--- src/rtl/multicycle_control_unit.sv ---
`default_nettype none
// ============================================================================
// Module   : multicycle_control_unit
// Purpose  : Sequencing FSM for a multicycle RV32I datapath. Each cycle it
//            drives the ALU operation, every datapath mux select and every
//            register/memory write enable, and it takes the ALU Zero flag
//            for beq. Memory accesses stall on a single-signal ready.
// Ports    : clk, reset_n (synchronous, active low)
//            op, funct3, funct7b5  - fields of the instruction register
//            Zero, mem_ready       - datapath / memory status
//            ALU_control, ALUSrcA, ALUSrcB, ResultSrc, ImmSrc, AdrSrc,
//            IRWrite, PCWrite, MemWrite, RegWrite - datapath commands
//            illegal_op (sticky), state_dbg (current state code)
// Revision : 1.0 - initial release
// ============================================================================
module multicycle_control_unit #(
    parameter bit ENABLE_HANDSHAKE = 1'b1
) (
    input  logic       clk,
    input  logic       reset_n,
    input  logic [6:0] op,
    input  logic [2:0] funct3,
    input  logic       funct7b5,
    input  logic       Zero,
    input  logic       mem_ready,
    output logic [2:0] ALU_control,
    output logic [1:0] ALUSrcA,
    output logic [1:0] ALUSrcB,
    output logic [1:0] ResultSrc,
    output logic [1:0] ImmSrc,
    output logic       AdrSrc,
    output logic       IRWrite,
    output logic       PCWrite,
    output logic       MemWrite,
    output logic       RegWrite,
    output logic       illegal_op,
    output logic [3:0] state_dbg
);

    localparam logic [3:0] S_FETCH    = 4'd0;
    localparam logic [3:0] S_DECODE   = 4'd1;
    localparam logic [3:0] S_MEMADR   = 4'd2;
    localparam logic [3:0] S_MEMREAD  = 4'd3;
    localparam logic [3:0] S_MEMWB    = 4'd4;
    localparam logic [3:0] S_MEMWRITE = 4'd5;
    localparam logic [3:0] S_EXECUTER = 4'd6;
    localparam logic [3:0] S_EXECUTEI = 4'd7;
    localparam logic [3:0] S_ALUWB    = 4'd8;
    localparam logic [3:0] S_BEQ      = 4'd9;
    localparam logic [3:0] S_JAL      = 4'd10;

    localparam logic [1:0] ALUOP_ADD   = 2'd0;
    localparam logic [1:0] ALUOP_SUB   = 2'd1;
    localparam logic [1:0] ALUOP_FUNCT = 2'd2;

    localparam logic [6:0] OP_LW   = 7'b0000011;
    localparam logic [6:0] OP_SW   = 7'b0100011;
    localparam logic [6:0] OP_R    = 7'b0110011;
    localparam logic [6:0] OP_I    = 7'b0010011;
    localparam logic [6:0] OP_BEQ  = 7'b1100011;
    localparam logic [6:0] OP_JAL  = 7'b1101111;

    logic [3:0] r_state;
    logic       r_illegal;
    logic [3:0] w_next;
    logic [3:0] w_dec_state;
    logic       w_ready;
    logic [1:0] w_alu_op;
    logic       w_branch;
    logic       w_pc_update;
    logic       w_ir_write;
    logic       w_mem_write;
    logic       w_reg_write;
    logic       w_op_bad;
    logic       w_funct_bad;

    // With the handshake disabled, memory is assumed to answer every cycle.
    assign w_ready = ENABLE_HANDSHAKE ? mem_ready : 1'b1;

    // While reset is held the outputs present the FETCH decode, whatever
    // state the register still holds from before reset was asserted.
    assign w_dec_state = reset_n ? r_state : S_FETCH;

    // Moore decode of the state into datapath commands.
    always_comb begin
        w_alu_op    = ALUOP_ADD;
        ALUSrcA     = 2'b00;
        ALUSrcB     = 2'b00;
        ResultSrc   = 2'b00;
        AdrSrc      = 1'b0;
        w_branch    = 1'b0;
        w_pc_update = 1'b0;
        w_ir_write  = 1'b0;
        w_mem_write = 1'b0;
        w_reg_write = 1'b0;
        case (w_dec_state)
            S_FETCH: begin
                ALUSrcB     = 2'b10;
                ResultSrc   = 2'b10;
                w_ir_write  = w_ready;
                w_pc_update = w_ready;
            end
            S_DECODE: begin
                ALUSrcA = 2'b01;
                ALUSrcB = 2'b01;
            end
            S_MEMADR: begin
                ALUSrcA = 2'b10;
                ALUSrcB = 2'b01;
            end
            S_MEMREAD: begin
                AdrSrc = 1'b1;
            end
            S_MEMWB: begin
                ResultSrc   = 2'b01;
                w_reg_write = 1'b1;
            end
            S_MEMWRITE: begin
                // Strobe stays asserted for the whole stalled access.
                AdrSrc      = 1'b1;
                w_mem_write = 1'b1;
            end
            S_EXECUTER: begin
                ALUSrcA  = 2'b10;
                w_alu_op = ALUOP_FUNCT;
            end
            S_EXECUTEI: begin
                ALUSrcA  = 2'b10;
                ALUSrcB  = 2'b01;
                w_alu_op = ALUOP_FUNCT;
            end
            S_ALUWB: begin
                w_reg_write = 1'b1;
            end
            S_BEQ: begin
                ALUSrcA  = 2'b10;
                w_alu_op = ALUOP_SUB;
                w_branch = 1'b1;
            end
            S_JAL: begin
                ALUSrcA     = 2'b01;
                ALUSrcB     = 2'b10;
                w_pc_update = 1'b1;
            end
            default: begin
            end
        endcase
    end

    // ALU operation decode; unsupported funct3 falls back to ADD and flags.
    always_comb begin
        ALU_control = 3'b000;
        w_funct_bad = 1'b0;
        case (w_alu_op)
            ALUOP_SUB: ALU_control = 3'b001;
            ALUOP_FUNCT: begin
                case (funct3)
                    3'b000:  ALU_control = (op[5] & funct7b5) ? 3'b001 : 3'b000;
                    3'b010:  ALU_control = 3'b101;
                    3'b110:  ALU_control = 3'b011;
                    3'b111:  ALU_control = 3'b010;
                    default: w_funct_bad = 1'b1;
                endcase
            end
            default: ALU_control = 3'b000;
        endcase
    end

    // Immediate format follows the opcode, independent of state.
    always_comb begin
        case (op)
            OP_SW:   ImmSrc = 2'b01;
            OP_BEQ:  ImmSrc = 2'b10;
            OP_JAL:  ImmSrc = 2'b11;
            default: ImmSrc = 2'b00;
        endcase
    end

    // Next-state logic.
    always_comb begin
        w_next   = S_FETCH;
        w_op_bad = 1'b0;
        case (r_state)
            S_FETCH:    w_next = w_ready ? S_DECODE : S_FETCH;
            S_DECODE: begin
                case (op)
                    OP_LW, OP_SW: w_next = S_MEMADR;
                    OP_R:         w_next = S_EXECUTER;
                    OP_I:         w_next = S_EXECUTEI;
                    OP_BEQ:       w_next = S_BEQ;
                    OP_JAL:       w_next = S_JAL;
                    default: begin
                        w_next   = S_FETCH;
                        w_op_bad = 1'b1;
                    end
                endcase
            end
            S_MEMADR:   w_next = op[5] ? S_MEMWRITE : S_MEMREAD;
            S_MEMREAD:  w_next = w_ready ? S_MEMWB : S_MEMREAD;
            S_MEMWB:    w_next = S_FETCH;
            S_MEMWRITE: w_next = w_ready ? S_FETCH : S_MEMWRITE;
            S_EXECUTER: w_next = S_ALUWB;
            S_EXECUTEI: w_next = S_ALUWB;
            S_ALUWB:    w_next = S_FETCH;
            S_BEQ:      w_next = S_FETCH;
            S_JAL:      w_next = S_ALUWB;
            default:    w_next = S_FETCH;
        endcase
    end

    always_ff @(posedge clk) begin
        if (!reset_n) begin
            r_state   <= S_FETCH;
            r_illegal <= 1'b0;
        end else begin
            r_state <= w_next;
            if (w_op_bad || w_funct_bad) begin
                r_illegal <= 1'b1;
            end
        end
    end

    // Write enables are suppressed for the whole time reset is held.
    assign IRWrite    = reset_n & w_ir_write;
    assign PCWrite    = reset_n & ((w_branch & Zero) | w_pc_update);
    assign MemWrite   = reset_n & w_mem_write;
    assign RegWrite   = reset_n & w_reg_write;
    assign illegal_op = r_illegal;
    assign state_dbg  = r_state;

endmodule
`default_nettype wire
--- config.mk ---
export PLATFORM = sky130hd
export DESIGN_NAME = multicycle_control_unit
export DESIGN_NICKNAME = d
export VERILOG_FILES = /design/src/rtl/multicycle_control_unit.sv
export SDC_FILE = /design/constraint.sdc
export NUM_CORES = 1
export LEC_CHECK = 0
export ABC_AREA = 1
export BUFFER_PORTS_ARGS = -buffer_cell sky130_fd_sc_hd__buf_2
export CORE_UTILIZATION = 45
export DETAILED_ROUTE_END_ITERATION = 8
export PLACE_DENSITY = 0.93
export SLEW_MARGIN = 20
export SYNTH_ARGS = -nofsm -noshare
export SYNTH_HDL_FRONTEND = slang
export SYNTH_SLANG_ARGS = --single-unit
--- constraint.sdc ---
create_clock -name clk -period 4.3 [get_ports clk]
set_input_delay 0.215 -clock clk [delete_from_list [all_inputs] [get_ports clk]]
set_output_delay 0.215 -clock clk [all_outputs]
set_load 0.01 [all_outputs]
### Word level (Yosys, flattened, before mapping)

Cells that the tools add are included.

* register bits after elaboration: 5
* input bits: 15
* logic and storage cells: 77
* output and inout bits: 21

* bitwise operators: 7
* reduce and logical (&&, ||, !) cells: 15
* muxes and demuxes: 25
* equal/unequal tests: 28

Operators with widths (number)
* == test 4 x 3 -> 1 bit (second input constant): 7
* case mux 4 bit (6 select lines): 1
* case mux 4 bit (5 select lines): 1
* == test 4 x 2 -> 1 bit (second input constant): 4
* == test 4 bit (second input constant): 4
* case mux 2 bit (2 select lines): 4
* == test 7 x 6 -> 1 bit (second input constant): 2
* == test 7 bit (second input constant): 2
* case mux 3 bit (4 select lines): 1
* OR reduction 2 bit: 6
* 2-to-1 mux 1 bit: 11
* 2-to-1 mux 3 bit: 3
* == test 4 x 1 -> 1 bit (second input constant): 2
* logical NOT 4 bit: 2
* OR reduction 4 bit: 2
* == test 7 x 2 -> 1 bit (second input constant): 1
* == test 7 x 5 -> 1 bit (second input constant): 1
* bitwise AND 1 bit: 6
* == test 3 bit (second input constant): 2
* case mux 2 bit (3 select lines): 1
* case mux 3 bit (2 select lines): 1
* OR reduction 3 bit: 2
* OR reduction 6 bit: 1
* 2-to-1 mux 4 bit: 1
* other kinds (7): 7

### Depth between registers and ports, before layout

* word-level depth: 7
* gate-level depth with buffers: 9
* depth with buffers taken out: 9

### Least setup slack after synthesis

Ideal clock, no wire load.

* kind: reg-to-output
* start: register r_state[2], in the netlist state_dbg[2]
* end: output port ALU_control[2]
* data required time: 4085 ps
* arrival: 1769 ps
* stages on the path, launching flop included: 7
* setup slack: 2316 ps
* path buffers: 0
* cells stage by stage: dfxtp_1 -> nand2_2 -> nor3_1 -> inv_1 -> ha_1 -> or2_2 -> nor4_1

* cells in the longest elaborated chain, start to end: 6
* elaborated cells between the ends (all ways): 9
* classes of those cells: eq/ne: 5; mux: 3; reduce/logical: 1

RTL lines
* start: declaration: line 63 `logic [3:0] r_state;`
* start signal: assignment: line 216 `r_state <= w_next;`
* 2-to-1 mux 4 bit *: line 82 `assign w_dec_state = reset_n ? r_state : S_FETCH;`
* == test 4 x 3 -> 1 bit: line 96 `case (w_dec_state)`
* OR reduction 2 bit (no source line)
* case mux 2 bit (2 select lines) *: line 96
* == test 2 bit or == test 2 x 1 -> 1 bit (tied branches): line 154 `case (w_alu_op)`
* case mux 3 bit (2 select lines) *: line 154
* end: declaration: line 26 `output logic [2:0] ALU_control,`

Mark *: on every way between the ends. The rest lies on a longest branch, timed or not.

### Worst setup path after layout

* start: register r_state[1], in the netlist state_dbg[1]
* end: output port ALU_control[2]

The elaborated chain is that of the path after synthesis.

==> flow_summary_export.csv <==
group,metric,value,unit
hold_path,min_from,"op[4]",
setup_path,crit_type,"flip-flop to primary output",
grt,grt_max_degree,13,
pwr,power.total,0.139,mW
clock_tree,cts_buffers,3,
setup_path,worstPathCellList,"inv_2, nor3_1, inv_1, ha_1, or2_2, nor4_1, buf_2",
timing,post-route-period-util,54.1,%
routing,ant_nets,0,
clock_tree,clockRootBuffer,"clkbuf_4",
setup_path,path_max_fanout,7,
routing,first_pass_iters,4,
synth,synthArstFlopShare,0,%
timing,hold_violations,0,
setup_path,rr_endpoint,"illegal_op",
timing,fmax,430,MHz
die,io_pins,36,
timing,fin_tns_setup,0,ns
pwr,ir_drop,0.122,mV
grt,grt_util_all_layers,23.8,%
timing,rsz0062_at_grt,"false",
clock_tree,cts.htree.levels,1,
clock_tree,cts_setup_buffers,0,
synth,synth_nets,131,
setup_path,arrival,2.11,ns
placed_design,place.detailed.hpwl,1.42,mm
timing,whs,0.375,ns
die,die_y,38.8,um
flow_run,cap_violations,0,
grt,antenna_found_initial,0,
hold_path,min_path_cells,5,
setup_path,timing.rr.start,"state_dbg[0]",
synth,synth_flop_cell,"dfxtp_1",
setup_path,cp_slowest_stage_delay,0.46,ns
routing,wire_per_inst,10.6,um
synth,netlist-cell-type-count,24,
grt,first_global_vias,637,
clock_tree,cts_sinks,5,
synth,yosysTopAreaCellShare,18.4,%
timing,period_minus_slack,2.33,ns
clock_tree,cts_hold_buf,0,
synth,ys.warnings.count,0,
setup_path,reg2reg_depth,8,
routing,routed-via-count,843,
die,row_count,12,
setup_path,crit_family,"simple AND/OR/NAND/NOR gates",
outcome,outcome,"finished clean",
timing,setup_viol,0,
synth,yosysSeqAreaShare,16.4,%
clock_tree,cts_tree,"built",
synth,yosysTopAreaCell,"nand2_1",
synth,ys_ff_latch,5,
routing,wirelength,1.74,mm
clock_tree,cts_buffer_depth,2,
setup_path,ff2ff_setup_slack,2.79,ns
grt,grt_pass1_wl,2.50,mm
placed_design,routabilityCongestion,0.852,
setup_path,critPathCaptureType,"primary output",
setup_path,cp-start-kind,"flip-flop",
timing,slew_headroom,74.9,%
routing,drc,0,
final_layout,drive_gt1_share,31.1,%
final_layout,fin_cells,165,
pwr,p_leak,0.468,nW
hold_path,min_path_type,"primary input to flip-flop",
setup_path,cp_data_required_time,4.09,ns
synth,synthCells,114,
setup_path,slowest_stage,"dfxtp_1",
clock_tree,clk_latency,0.24,ns
final_layout,area.growth.synth_to_final,33.8,%
setup_path,crit_buf_inv,3,
die,fp.dieArea,1510,um^2
timing,worst_pin_slew,0.376,ns
hold_path,hold_end,"state_dbg[2]",
synth,syn_area,611,um^2
final_layout,fin_nets,169,
grt,grt_overflow,0,
synth,synth_edf_count,0,
synth,ys_top_cells_by_area,"nand2_1, dfxtp_1, nor2_1",
routing,drtIter0Drc,18,
die,die_w,38.8,um
synth,synth_most_common_cell,"nand2_1",
synth,synth_area_per_cell,5.36,um^2
final_layout,antenna_cells,0,
die,core_area,1190,um^2
clock_tree,cts.clk_slew.worst_paths,0.05,ns
final_layout,nFillCells,119,
die,start_util,51.5,%
timing,fin_skew,0.00678,ns
placed_design,place.port_buffers,35,
timing,maxSlewViolCount,0,
synth,synthTopCellsByCount,"nand2_1, nor2_1, inv_1",
routing,drt-vias-per-instance,5.11,
clock_tree,cts_resized,0,
placed_design,numPlacedInstances,161,
pwr,p_per_area,170,nW/um^2
==> per-stage QoR <==
step	utilization (%)	instance area, um^2	setup slack (ns)
after global routing	68.9	817	1.85
after floorplan	-	611	2.32
after detailed placement	66.7	791	2.14
after CTS	68.9	817	1.98
final	68.9	817	1.97
after global placement	66.7	791	2.28
==> registers in the layout, indices dropped and copies added (netlist names) <==
register,count
illegal_op,1
state_dbg,4
==> power by group <==
group	leakage, nW	internal (mW)	switching (mW)
Combinational	0.413	0.0135	0.0206
Clock	0.0150	0.0351	0.0198
Sequential	0.0407	0.0479	0.00174
Total	0.468	0.0966	0.0422
==> cell type report <==
cell class                      count  area [um^2]  share of cell area [%]
Clock buffer                        4         26.3                    3.22
Inverter                           19         71.3                    8.73
Multi-Input combinational cell     88          427                    52.2
Sequential cell                     5          100                    12.3
Tap cell                           14         17.5                    2.14
Timing Repair Buffer               35          175                    21.4
==> worst max-delay path by stage <==
stage	startpoint	end	slack, ns	cells past startpoint
2_1_floorplan	state_dbg[2]	ALU_control[2]	2.32	6
3_3_place_gp	reset_n	ALU_control[2]	2.28	8
3_5_place_dp	reset_n	ALU_control[2]	2.14	8
4_1_cts	state_dbg[1]	ALU_control[2]	1.98	7
5_1_grt	state_dbg[3]	ALU_control[2]	1.85	8
6_report	state_dbg[1]	ALU_control[2]	1.97	7
==> routing by layer <==
layer  vias up  track usage (%)  routed length, um
li1        437                -                  -
met2        44             41.7                844
met3         5             3.47                119
met4         0             7.76                 14
met1       357             29.2                766
met5         -                0                  0
==> cell families (layout without fill, tap and decap cells) <==
logic type                 after synthesis  count (layout)  share of synthesized area [%]
and+or+nand+nor                         74              74                           54.9
buffers and inverters                   21              58                           13.7
AOI/OAI and AO/OA                       12              12                           10.9
DFF                                      5               5                           16.4
adders and majority gates                2               2                           4.10
==> placed cells by master (no fill, tap or decap) <==
cell type  netlist  routed
buf_2            1      35
nand2_1         30      30
nor2_1          19      19
inv_1           17      17
nand3_1         10      10
a21oi_1          6       6
dfxtp_1          5       5
nand2_2          3       3
nor3_1           3       3
clkbuf_4         0       3
inv_2            2       2
nand4_1          2       2
a31oi_1          2       2
nor4_1           2       2
ha_1             2       2
nor2_2           1       1
or2_2            1       1
o22ai_1          1       1
nor2_4           1       1
and3_1           1       1
nor3b_2          1       1
o21ai_1          1       1
o211ai_1         1       1
o21ai_0          1       1
clkbuf_1         0       1
==> worst reg2reg max path, stage by stage (launching register included) <==
cell,delay (ns)
dfxtp_1,0.45
nand2_2,0.15
nor2_1,0.23
inv_1,0.09
ha_1,0.22
nand2_1,0.07
nor2_1,0.04
nor2_1,0.08
a21oi_1,0.07
(Power assumes the default switching activity.)
